<file path="config.mk">
export PLATFORM = sky130hd
export DESIGN_NAME = mem_access_unit
export DESIGN_NICKNAME = d
export VERILOG_FILES = /design/src/rtl/mem_access_unit.sv
export SDC_FILE = /design/constraint.sdc
export NUM_CORES = 1
export LEC_CHECK = 0
export CORE_MARGIN = 1
export CORE_UTILIZATION = 40
export DETAILED_ROUTE_END_ITERATION = 8
export GPL_TIMING_DRIVEN = 0
export PLACE_DENSITY = 0.76
export SYNTH_ARGS = -nofsm -noshare
export SYNTH_HDL_FRONTEND = slang
export SYNTH_SLANG_ARGS = --single-unit
</file>
<file path="constraint.sdc">
create_clock -name clk -period 6.23 [get_ports clk]
set_clock_uncertainty 0.15 [all_clocks]
set_input_delay 0.9345 -clock clk [delete_from_list [all_inputs] [get_ports clk]]
set_output_delay 0.9345 -clock clk [all_outputs]
set_load 0.02 [all_outputs]
</file>
<file path="src/rtl/mem_access_unit.sv">
// MEM-stage load/store unit: turns one decoded memory op into a single
// handshake on a variable-latency word memory, with lane steering and load extension.
module mem_access_unit #(
  parameter int ADDR_W  = 32,
  parameter int TIMEOUT = 16
) (
  input  logic              clk,
  input  logic              rst_n,
  input  logic              op_valid,
  input  logic              MemRead,
  input  logic              MemWrite,
  input  logic [1:0]        trunkMode,
  input  logic              ShiftToTrunk,
  input  logic              sinSigno,
  input  logic [ADDR_W-1:0] addr,
  input  logic [31:0]       store_data,
  output logic              mem_req,
  output logic              mem_we,
  output logic [ADDR_W-3:0] mem_addr,
  output logic [3:0]        mem_be,
  output logic [31:0]       mem_wdata,
  input  logic [31:0]       mem_rdata,
  input  logic              mem_ack,
  output logic              stall,
  output logic              load_valid,
  output logic [31:0]       load_data,
  output logic              misalign_err,
  output logic              timeout_err
);

  localparam int CNT_W = (TIMEOUT > 1) ? $clog2(TIMEOUT) : 1;

  typedef enum logic [1:0] {IDLE, BUSY, DONE} state_t;

  state_t            stateReg, stateNext;
  logic [CNT_W-1:0]  cntReg, cntNext;
  logic [ADDR_W-3:0] memAddrReg;
  logic              memWeReg;
  logic [3:0]        memBeReg;
  logic [31:0]       memWdataReg;
  logic [1:0]        sizeReg;
  logic [1:0]        offReg;
  logic              zeroExtReg;
  logic [31:0]       loadDataReg;
  logic              loadValidReg, misalignReg, timeoutReg;

  logic        isWord, isHalf, accept, badAccess, legal, ackTake, timedOut;
  logic [1:0]  off;
  logic [3:0]  beNext;
  logic [31:0] wdataNext, shifted, extData;
  logic        latWord, latHalf;

  assign isWord    = (trunkMode == 2'b00) || (trunkMode == 2'b11);
  assign isHalf    = (trunkMode == 2'b01);
  assign off       = ShiftToTrunk ? addr[1:0] : 2'b00;
  assign accept    = (stateReg != BUSY) && op_valid && (MemRead || MemWrite);
  // Read+write together is reported through the same error path as misalignment.
  assign badAccess = (MemRead && MemWrite) ||
                     (ShiftToTrunk && ((isWord && (addr[1:0] != 2'b00)) || (isHalf && addr[0])));
  assign legal     = accept && !badAccess;
  assign beNext    = isWord ? 4'b1111 : (isHalf ? (4'b0011 << off) : (4'b0001 << off));

  genvar gi;
  generate
    for (gi = 0; gi < 4; gi++) begin : g_lane
      assign wdataNext[8*gi +: 8] = isWord ? store_data[8*gi +: 8] :
                                    (isHalf ? store_data[8*(gi%2) +: 8] : store_data[7:0]);
    end
  endgenerate

  assign ackTake  = (stateReg == BUSY) && mem_ack;
  assign timedOut = (stateReg == BUSY) && !mem_ack && (cntReg == CNT_W'(TIMEOUT - 1));

  assign latWord = (sizeReg == 2'b00) || (sizeReg == 2'b11);
  assign latHalf = (sizeReg == 2'b01);
  assign shifted = mem_rdata >> {offReg, 3'b000};
  assign extData = latWord ? mem_rdata :
                   (latHalf ? {{16{~zeroExtReg & shifted[15]}}, shifted[15:0]}
                            : {{24{~zeroExtReg & shifted[7]}}, shifted[7:0]});

  always_comb begin
    stateNext = stateReg;
    cntNext   = cntReg;
    case (stateReg)
      BUSY: begin
        if (mem_ack) begin
          stateNext = DONE;
          cntNext   = '0;
        end else if (timedOut) begin
          stateNext = IDLE;
          cntNext   = '0;
        end else begin
          cntNext = cntReg + 1'b1;
        end
      end
      default: begin
        stateNext = legal ? BUSY : IDLE;
        cntNext   = '0;
      end
    endcase
  end

  always_ff @(posedge clk or negedge rst_n) begin
    if (!rst_n) begin
      stateReg     <= IDLE;
      cntReg       <= '0;
      memAddrReg   <= '0;
      memWeReg     <= 1'b0;
      memBeReg     <= 4'b0000;
      memWdataReg  <= '0;
      sizeReg      <= 2'b00;
      offReg       <= 2'b00;
      zeroExtReg   <= 1'b0;
      loadDataReg  <= '0;
      loadValidReg <= 1'b0;
      misalignReg  <= 1'b0;
      timeoutReg   <= 1'b0;
    end else begin
      stateReg     <= stateNext;
      cntReg       <= cntNext;
      misalignReg  <= accept && badAccess;
      timeoutReg   <= timedOut;
      loadValidReg <= ackTake && !memWeReg;
      if (legal) begin
        memAddrReg  <= addr[ADDR_W-1:2];
        memWeReg    <= MemWrite;
        memBeReg    <= beNext;
        memWdataReg <= wdataNext;
        sizeReg     <= trunkMode;
        offReg      <= off;
        zeroExtReg  <= sinSigno;
      end
      if (ackTake && !memWeReg) loadDataReg <= extData;
    end
  end

  // Gated by rst_n so an accept-cycle stall cannot leak out while reset is held.
  assign stall        = rst_n && ((stateReg == BUSY) || legal);
  assign mem_req      = (stateReg == BUSY);
  assign mem_we       = memWeReg;
  assign mem_addr     = memAddrReg;
  assign mem_be       = memBeReg;
  assign mem_wdata    = memWdataReg;
  assign load_valid   = loadValidReg;
  assign load_data    = loadDataReg;
  assign misalign_err = misalignReg;
  assign timeout_err  = timeoutReg;

endmodule

</file>
Yosys cells after proc, flatten, opt, wreduce, memory -nomap -nowiden
Index checks and enable logic that the tools add are counted.
W data, S select, Z words.
Word-level totals
  register bits after elaboration: 113
  latch bits: 0
  bits in writable memories: 0
  memory bits (read-only): 0
  bits of input ports: 106
  output and inout port bits: 104
  word-level logic and storage cells: 69
  memories: 0
Cells by class
  add/sub/neg operators: 1
  multipliers: 0
  divide/modulo/power cells: 0
  order comparisons: 0
  equal/unequal tests: 8
  shift-type cells: 3
  mux-type cells: 16
  bitwise gates (word level): 3
  reduce and logical (&&, ||, !) cells: 25
Operators with widths (number)
  $mux W32: 2
  $mux W8: 4
  $shr A32 B5 Y16: 1
  $mux W4: 5
  $logic_and A1 B1 Y1: 13
  $mux W2: 4
  $eq A2 B1 Y1 const B: 3
  $logic_or A1 B1 Y1: 6
  $add A4 B1 Y4 const B: 1
  $eq A2 B2 Y1 const B: 2
  $eq A4 B4 Y1 const B: 1
  $logic_not A2 Y1: 2
  $shl A1 B2 Y4 const A: 1
  $shl A2 B2 Y4 const A: 1
  $logic_not A1 Y1: 3
  $ne A3 B1 Y1 const B: 1
  $and A1 B1 Y1: 2
  $ne A2 B1 Y1 const B: 1
  $reduce_bool A2 Y1: 1
  $mux W1: 1
  $not A1 Y1: 1

Longest topological paths before layout
  depth in word-level cells: 10
  mapped depth: 9
  mapped depth without buffers: 6

Worst setup path after synthesis
Ideal clock, no wire load.
  path type: input to output
  start: in trunkMode[1]
  end: out stall
  data arrival time: 2.408 ns
  data required time: 5.145 ns
  path slack: 2.737 ns
  stages on the path: 6
  path buffers: 1
  cells stage by stage: inv_1 -> ha_1 -> o211ai_1 -> nand4_1 -> clkbuf_1 -> a21boi_0
On the way
  cells in the longest elaborated chain, start to end: 10
  elaborated cells on any way between the ends: 13
  those cells by class: 2 x eq/ne; 11 x reduce/logical
Ends and longest elaborated chain
  start, declared: RTL line 12  | input logic [1:0] trunkMode,
  $eq A2 B2 Y1 / $logic_not A2 Y1 (equally long branches): RTL line 53  | assign isWord = (trunkMode == 2'b00) || (trunkMode == 2'b11);
  $logic_or A1 B1 Y1: RTL line 53
  $logic_and A1 B1 Y1: RTL line 59  | (ShiftToTrunk && ((isWord && (addr[1:0] != 2'b00)) || (isHalf && addr[0])));
  $logic_or A1 B1 Y1 (*): RTL line 59
  $logic_and A1 B1 Y1 (*): RTL line 59
  $logic_or A1 B1 Y1 (*): RTL line 58  | assign badAccess = (MemRead && MemWrite) ||
  $logic_not A1 Y1 (*): RTL line 60  | assign legal = accept && !badAccess;
  $logic_and A1 B1 Y1 (*): RTL line 60
  $logic_or A1 B1 Y1 (*): RTL line 138  | assign stall = rst_n && ((stateReg == BUSY) || legal);
  $logic_and A1 B1 Y1 (*): RTL line 138
  end, declared: RTL line 24  | output logic stall,
Every way passes the cells marked *; elsewhere a longest branch is shown, timed or not.

Worst setup path after layout
Same ends and word-level chain as after synthesis.

==> reports/metrics.csv <==
metric,value,unit
outcome,finished clean,
largest family of logic cells by synthesized area,compound AO/OA/AOI/OAI gates,
Avg Inst Size Synth,11.0,um^2
Worst Path Required,5150,ps
max_cap viols,0,
routed wire length,15700,um
FILL cells,982,
P per Cell Area,432,mW/mm^2
hold violation total from the final report,0,
path category of the worst min-delay check,reg2reg,
vias in the first global route,4808,
n_diodes,0,
post-synthesis register bit count,113,
IO Pins,210,
Post-Synth Simple-Gate Area,12.8,%
Congestion Overflow GR,0,
top_reg_cell synth,dfrtp_1,
biggest area consumer among synthesized cells,dfrtp_1,
Post-Synthesis Cells,463,
Max Clk Rate,0.213,GHz
Critical Path Sink Type,output port,
core area,0.0122,mm^2
drt via density,5.29,
multi-input logic area,0.00204,mm^2
Setup Crit Path Kind,in2out,
DR pass1 iterations,7,
finished layout cell area,0.00795,mm^2
Leakage,3.37,nW
Storage cell area,0.00283,mm^2
Pwr Total,3.44,mW
post-CTS sizing,0,
crit-path max FO,10,
fin nets,800,
DIE AREA,0.0131,mm^2
part of the cycle the worst path needs,75.5,%
Rel. slew slack,12.2,%
CTS sink cnt,113,
root buf cell,clkbuf_16,
mux contribution to synthesized area,12.9,%
highest ir drop seen on vdd,0.221,mV
XOR/XNOR Fraction of Synth Area,0.345,%
GP Congestion,0.852,
Die Wd,115,um
die height,115,um
share of cells above drive strength 1,12.6,%
crit start category,input pin,
ys async rst share,100,%
CTS Buffer Depth,2,
total CTS buffers,17,
Detail Route Antenna Nets,0,
area delta synth->final,56.7,%
wire length per cell,18.1,um
largest net degree at the start of global routing,64,
CTS tree,done,
most numerous cell in the Yosys netlist,dfrtp_1,
final hold slack,319,ps
post-synth top area share,55.7,%
clock-pin slew on the worst setup and hold paths,50,ps
dpl cells,840,
IO Port Bufs,208,
RSZ-0062 raised after global routing,false,
Post-DP Area,0.00739,mm^2
initial core utilization,41.7,%
post-detail-place hpwl,11600,um
synth top area cells,"dfrtp_1, mux2_2, a21oi_1, mux2i_1, nand3_1",
worst-skew pair later-pin latency,410,ps
DRC violations left,0,
minimum clock period,4700,ps
"Data arrival, critical path",3620,ps
Post-CTS Setup Bufs,0,
# hold bufs at CTS,0,
"Cell Area, Synth",0.00507,mm^2
register area share after synthesis,55.7,%
post-route insts no fill,872,
Post-synth EDFFs,0,
Total Routing Usage GR,25.2,%
DR iter-0 viols,273,
Adder-Cell Fraction of Synth Area,0.740,%
Post-synth top cells,"dfrtp_1, nand2_1, mux2_2",
first-pass GRT wire length,24800,um
Ys Warns,0,
Finish-stage setup viols,0,
Finished Core Util,65.3,%
"Slew Viols, Final",0,
num rows,40,
syn_nets,572,
Compound-Gate Fraction of Synth Area,13.5,%
Worst-Margin Slew,1300,ps
initial antenna violation count,0,
H-tree depth,4,
Cell variety after synth,37,
Via Count,4617,
path summary, 6_finish.rpt:
path,start,endpoint,slack (ps),cells past startpoint
setup reg to reg,sizeReg[1]$_DFFE_PN0P_,load_data[11]$_DFFE_PN0P_,3620,6
setup / recovery,trunkMode[1],stall,1530,8
hold reg to reg,cntReg[0]$_DFF_PN0_,cntReg[0]$_DFF_PN0_,320,1
min in group asynchronous,rst_n,mem_addr[8]$_DFFE_PN0P_,420,1
max in group asynchronous,rst_n,mem_wdata[27]$_DFFE_PN0P_,4770,2
hold / removal,cntReg[0]$_DFF_PN0_,cntReg[0]$_DFF_PN0_,320,1
area by class of cell:
cell class	instances	area share, %
multi-input cells	305	25.7
plain buffers	32	1.92
clock buffers	19	5.57
flip-flops and latches	113	35.6
repair buffers	209	26.5
inverters	13	0.614
clock inverters	13	1.45
well taps	168	2.64
metal layers:
metal | wire (um) | track usage [%] | share of wire, % | up-vias
met2 | 7750 | 42.0 | 49 | 230
met3 | 1360 | 9.37 | 8.7 | 25
met1 | 6310 | 29.1 | 40 | 2237
met4 | 328 | 10.4 | 2.1 | 0
li1 | - | - | - | 2125
met5 | 0 | 0 | 0 | -
stage by stage:
step	setup TNS, ps	setup WS (ps)
after floorplan	0	2740
after detailed placement	0	1510
after CTS	0	1480
after global placement	-17680	-921
after global routing	0	1330
final	0	1530
critical path: stages:
cell             delay, ps
clkdlybuf4s50_1        460
inv_1                   60
ha_1                   320
o211ai_1               160
nand4_1                420
clkbuf_1               370
a21boi_0               240
clkdlybuf4s50_1        650
report_power, final:
group	switching (mW)	total (mW)	leakage (nW)	internal [mW]
sequential	0.150	1.13	1.38	0.985
clock	0.356	0.912	0.265	0.556
combinational	0.708	1.39	1.72	0.680
flip-flops by register name, summed over array words and instances, names as in the netlist, 2 cells and up:
signal and count:
offReg 2, sizeReg 2, stateReg 2, mem_addr 30
mem_wdata 32, cntReg 4, mem_be 4, load_data 32
placed cells by master, fill, tap and decap left out, types with 4 or more instances in the layout:
master and instances:
a221o_1 16, a21oi_1 36, nand3_1 35, mux2i_1 18
mux2_2 42, buf_2 8, inv_1 13, clkbuf_1 16
clkdlybuf4s50_1 207, and2_1 7, nand2b_1 9, clkinvlp_4 4
o22ai_1 8, clkbuf_16 17, o21ai_0 30, nand2_1 44
dfrtp_1 113, buf_1 6, clkinv_4 4, nor2_1 14
a2bb2oi_1 8, clkinv_2 4, nor3_1 13
kinds of logic (layout without fill, tap and decap cells):
kind of cell / after synthesis / count (layout)
flops: 113 / 113
xor+xnor: 2 / 2
simple gates: 134 / 134
buf+inv: 45 / 286
compound gates: 106 / 106
fa+ha+maj: 3 / 3
mux: 60 / 60
(Power assumes the default switching activity.)
